File: src/rtl/serial_sub_pkg.sv
// Shared types and sizing helpers for the bit-serial subtractor.
package serial_sub_pkg;

  typedef enum logic [1:0] {
    IDLE  = 2'd0,
    SHIFT = 2'd1,
    DONE  = 2'd2
  } sub_state_t;

  localparam int unsigned SUB_MAX_WIDTH = 64;

  // Bit counter width; must hold WIDTH-1.
  function automatic int unsigned cnt_w(input int unsigned width);
    return (width < 2) ? 1 : $clog2(width);
  endfunction

endpackage

File: src/rtl/full_subtractor.sv
// Single-bit full subtractor cell: x - y - bin.
module full_subtractor (
  input  logic x,
  input  logic y,
  input  logic bin,
  output logic d,
  output logic bout
);

  // Difference and borrow-out of one bit position
  always_comb begin
    d    = x ^ y ^ bin;
    bout = (~x & y) | (~(x ^ y) & bin);
  end

endmodule

File: src/rtl/serial_subtractor.sv
// Bit-serial unsigned subtractor, LSB first, one bit per clock.
module serial_subtractor
  import serial_sub_pkg::*;
#(
  parameter int unsigned WIDTH = 8
) (
  input  logic             clk,
  input  logic             rst,
  input  logic             start,
  input  logic [WIDTH-1:0] a,
  input  logic [WIDTH-1:0] b,
  output logic             busy,
  output logic             done,
  output logic [WIDTH-1:0] diff,
  output logic             borrow_out
);

  localparam int unsigned CW = cnt_w(WIDTH);

  sub_state_t       state_q, state_n;
  logic [WIDTH-1:0] sa_q, sa_n;
  logic [WIDTH-1:0] sb_q, sb_n;
  logic [WIDTH-1:0] sr_q, sr_n;
  logic             bq_q, bq_n;
  logic [CW-1:0]    cnt_q, cnt_n;
  logic [WIDTH-1:0] diff_q, diff_n;
  logic             bo_q, bo_n;
  logic             busy_q, busy_n;
  logic             done_q, done_n;
  logic             cell_d, cell_b;
  logic             accept;

  full_subtractor u_fs (
    .x    (sa_q[0]),
    .y    (sb_q[0]),
    .bin  (bq_q),
    .d    (cell_d),
    .bout (cell_b)
  );

  // Next-state, datapath and output decode
  always_comb begin
    state_n = state_q;
    sa_n    = sa_q;
    sb_n    = sb_q;
    sr_n    = sr_q;
    bq_n    = bq_q;
    cnt_n   = cnt_q;
    diff_n  = diff_q;
    bo_n    = bo_q;
    accept  = 1'b0;

    case (state_q)
      IDLE: begin
        if (start) begin
          accept  = 1'b1;
          state_n = SHIFT;
        end
      end
      SHIFT: begin
        sr_n = {cell_d, sr_q[WIDTH-1:1]};
        sa_n = sa_q >> 1;
        sb_n = sb_q >> 1;
        bq_n = cell_b;
        if (cnt_q == '0) begin
          diff_n  = {cell_d, sr_q[WIDTH-1:1]};
          bo_n    = cell_b;
          state_n = DONE;
        end else begin
          cnt_n = cnt_q - CW'(1);
        end
      end
      DONE: begin
        // Back-to-back: a request in the done cycle starts a new operation
        if (start) begin
          accept  = 1'b1;
          state_n = SHIFT;
        end else begin
          state_n = IDLE;
        end
      end
      default: state_n = IDLE;
    endcase

    if (accept) begin
      sa_n  = a;
      sb_n  = b;
      sr_n  = '0;
      bq_n  = 1'b0;
      cnt_n = CW'(WIDTH - 1);
    end

    busy_n = (state_n == SHIFT);
    done_n = (state_n == DONE);
  end

  // State, datapath and output registers with synchronous reset
  always_ff @(posedge clk) begin
    if (rst) begin
      state_q <= IDLE;
      sa_q    <= '0;
      sb_q    <= '0;
      sr_q    <= '0;
      bq_q    <= 1'b0;
      cnt_q   <= '0;
      diff_q  <= '0;
      bo_q    <= 1'b0;
      busy_q  <= 1'b0;
      done_q  <= 1'b0;
    end else begin
      state_q <= state_n;
      sa_q    <= sa_n;
      sb_q    <= sb_n;
      sr_q    <= sr_n;
      bq_q    <= bq_n;
      cnt_q   <= cnt_n;
      diff_q  <= diff_n;
      bo_q    <= bo_n;
      busy_q  <= busy_n;
      done_q  <= done_n;
    end
  end

  assign busy       = busy_q;
  assign done       = done_q;
  assign diff       = diff_q;
  assign borrow_out = bo_q;

endmodule

File: config.mk
export PLATFORM = sky130hd
export DESIGN_NAME = serial_subtractor
export DESIGN_NICKNAME = d
export VERILOG_FILES = /design/src/rtl/serial_sub_pkg.sv /design/src/rtl/full_subtractor.sv /design/src/rtl/serial_subtractor.sv
export SDC_FILE = /design/constraint.sdc
export NUM_CORES = 1
export LEC_CHECK = 0
export ABC_AREA = 1
export BUFFER_PORTS_ARGS = -buffer_cell sky130_fd_sc_hd__buf_2
export CAP_MARGIN = 30
export CORE_UTILIZATION = 49
export DETAILED_ROUTE_END_ITERATION = 8
export PLACE_DENSITY = 0.72
export SETUP_SLACK_MARGIN = 0.05
export SLEW_MARGIN = 10
export SYNTH_ARGS = -nofsm -noshare
export SYNTH_HDL_FRONTEND = slang
export SYNTH_SLANG_ARGS = --single-unit
export TNS_END_PERCENT = 10
File: constraint.sdc
create_clock -name clk -period 1.3 [get_ports clk]
set_input_delay 0.26 -clock clk [delete_from_list [all_inputs] [get_ports clk]]
set_output_delay 0.26 -clock clk [all_outputs]
set_load 0.05 [all_outputs]
==> results_dict.tcl <==
set metrics [dict create \
    status "finished with violations" \
    violations "setup timing" \
    rows 21 \
    grt-ovfl-total 0 \
    slew_headroom_pct 74.98 \
    finalHoldViolations 0 \
    timing.final.ws_setup_ns -0.01993 \
    antenna_found_initial 0 \
    r2r_slack_ns -0.02 \
    synth.top_cell.area_share_pct 44.41 \
    cts_tree "built" \
    timing.rr.start "cnt_q[0]" \
    postRouteAntennaNets 0 \
    n_antenna_cell 0 \
    worstSetupPathType "reg -> reg" \
    min_path_type "in -> reg" \
    fmax_mhz 757.6 \
    drv_cap 0 \
    fin_crit_ns 1.320 \
    synth_seq_area_share_pct 44.41 \
    drc 0 \
    slew_violations 0 \
    holdWs_ns 0.1980 \
    grt_max_degree 20 \
    drt-vias-per-instance 4.731 \
    worst-endpoint-required_ns 1.48 \
    final_cell_mix "37 x dfxtp_1, 36 x nand2_1, 32 x inv_1" \
    die_area_sq_mm 0.003926 \
    synth_seq_cells 40 \
    core-area_sq_mm 0.003442 \
    grt_pass1_vias 1386 \
    clk_latency_ns 0.29 \
    fin_util_pct 63.65 \
    met1_usage_pct 25.99 \
    cp_max_fo 5 \
    cts_buffer_depth 2 \
    firstDrtPassIters 5 \
    arrival_ns 1.50 \
    fin_nets 298 \
    grt_use_total_pct 19.68 \
    min_from "a[7]" \
    vias 1528 \
    grtUsageMet3_pct 4.380 \
    met2_usage_pct 30.98 \
    hold_end "sa_q[7]" \
    numCtsBuffers 5 \
    die_w_um 62.66 \
    root_buffer "clkbuf_8" \
    syn_to_final_growth_pct 21.51 \
    synth_top_area_cell "dfxtp_1" \
    final_common_cell "dfxtp_1" \
    reg2regPathDepth 9 \
    busiest_layer "met2" \
    power_density_mw_per_mm2 1318 \
    avgSynthCellArea_sq_um 7.672 \
    grt_pass1_wl_um 6092 \
    yosys-top-cells-area "dfxtp_1 44%, nand2_1 7.7%, inv_1 7.3%, nand3_1 6.4%, o21ai_0 5.6%" \
    endpoint_kind "flip-flop" \
    gp_congestion 0.7974 \
    layout-drive-gt1-share_pct 28.16 \
    tns_ns -0.06633 \
    cp-start-kind "flip-flop" \
    r2r-end "diff[0]" \
    wl_per_cell_um 10.72 \
    hold_depth 3 \
    peakVddDrop_mv 0.6227 \
    yosys_warnings 0 \
    fin_crit_sh_pct 101.5 \
    setup_violations 4 \
    hold_buffers 0 \
    syn-cell-area_sq_mm 0.001803 \
    cts_sinks 40 \
    io_pins 30 \
    drt_iter0_drc 86 \
    portBuffers 29 \
    htree_levels 2 \
    rsz0062_at_grt "true" \
    p_leak_uw 0.001076 \
    total_power_uw 2887 \
    synth_cell_type_count 22 \
    synth_fp_nets 257 \
    die_h_um 62.66 \
    worst_clock_skew_ns 0.005109 \
    clkTransAtPathRegs_ns 0.07 \
    dp_slack_ns 0.01761 \
    detailed_place_hpwl_um 2375 \
    finalWirelength_um 3464 \
    start_util_pct 52.38 \
    synthCells 235 \
    worst_pin_slew_ns 0.3749 \
]
-- worst max-delay path by stage --
stage,start,to,slack [ns],depth (start not counted)
floorplan,cnt_q[0],cnt_q[0],0.1,7
global placement,cnt_q[0],cnt_q[0],0.05,7
CTS,sb_q[0],sr_q[7],0.05,4
detailed placement,cnt_q[0],diff[5],0.02,8
global route,cnt_q[0],diff[2],-0.08,8
finish,cnt_q[0],diff[0],-0.02,9
-- sequential cells by signal, indices dropped and copies added, names as in the netlist --
register    cells
diff            8
cnt_q           3
sb_q            8
state_q         2
bq_q            1
done            1
busy            1
sa_q            8
sr_q            7
borrow_out      1
-- synthesized netlist by cell type, drive strengths merged --
library cell  count
dfxtp            40
clkbuf            2
nor3              6
o21ai            24
fa                1
a21oi            18
nand3            23
ha                2
inv              40
nor2             30
nand2            42
buf               7
-- metrics by stage --
stage | cells | cell area, sq um
3_3_place_gp | 310 | 2007
3_5_place_dp | 310 | 2007
5_1_grt | 323 | 2191
4_1_cts | 321 | 2161
2_1_floorplan | 235 | 1803
6_report | 323 | 2191
-- cell families after synthesis --
kind of cell / Yosys count / synth area share (%)
AO/OA/AOI/OAI: 42 / 12.49
buffers and inverters: 49 / 13.39
flip-flops: 40 / 44.41
AND/OR/NAND/NOR: 101 / 27.20
adder cells (fa/ha/maj): 3 / 2.498
-- final cells by class --
class | instances | area (sq um)
Tap cell | 46 | 57.56
Sequential cell | 40 | 804.5
Inverter | 40 | 170.2
Clock buffer | 8 | 90.09
Multi-Input combinational cell | 147 | 813.3
Fill cell | 310 | 1251
Timing Repair Buffer | 41 | 247.7
Timing Repair inverter | 1 | 7.507
-- report_power, final --
part           internal (uW)  total (uW)  switching, uW
sequential              1330        1390           54.5
combinational            247         667            421
clock                    432         832            400
total                   2010        2890            875
-- worst max-delay path, cell delays in order, from the launching register on --
cell     delay (ns)
dfxtp_2        0.33
inv_2          0.07
ha_4           0.14
ha_4           0.14
inv_6          0.05
nor2_8         0.15
buf_4          0.15
inv_4          0.04
nor2_1         0.09
nor2_1         0.05
-- what timing repair did --
item / CTS / global route
gates cloned: 2 / 0
setup buffers: 1 / 2
endpoints found under the setup margin: 12 / 23
pin swaps: 3 / 2
gates resized for setup: 14 / 4
-- metal layers --
metal	share of wire, %	wire (um)
met1	48	1674
met2	45	1547
met3	5.1	178
met4	1.8	63
met5	0	0
Note: power is estimated with default switching activity, not from simulation.
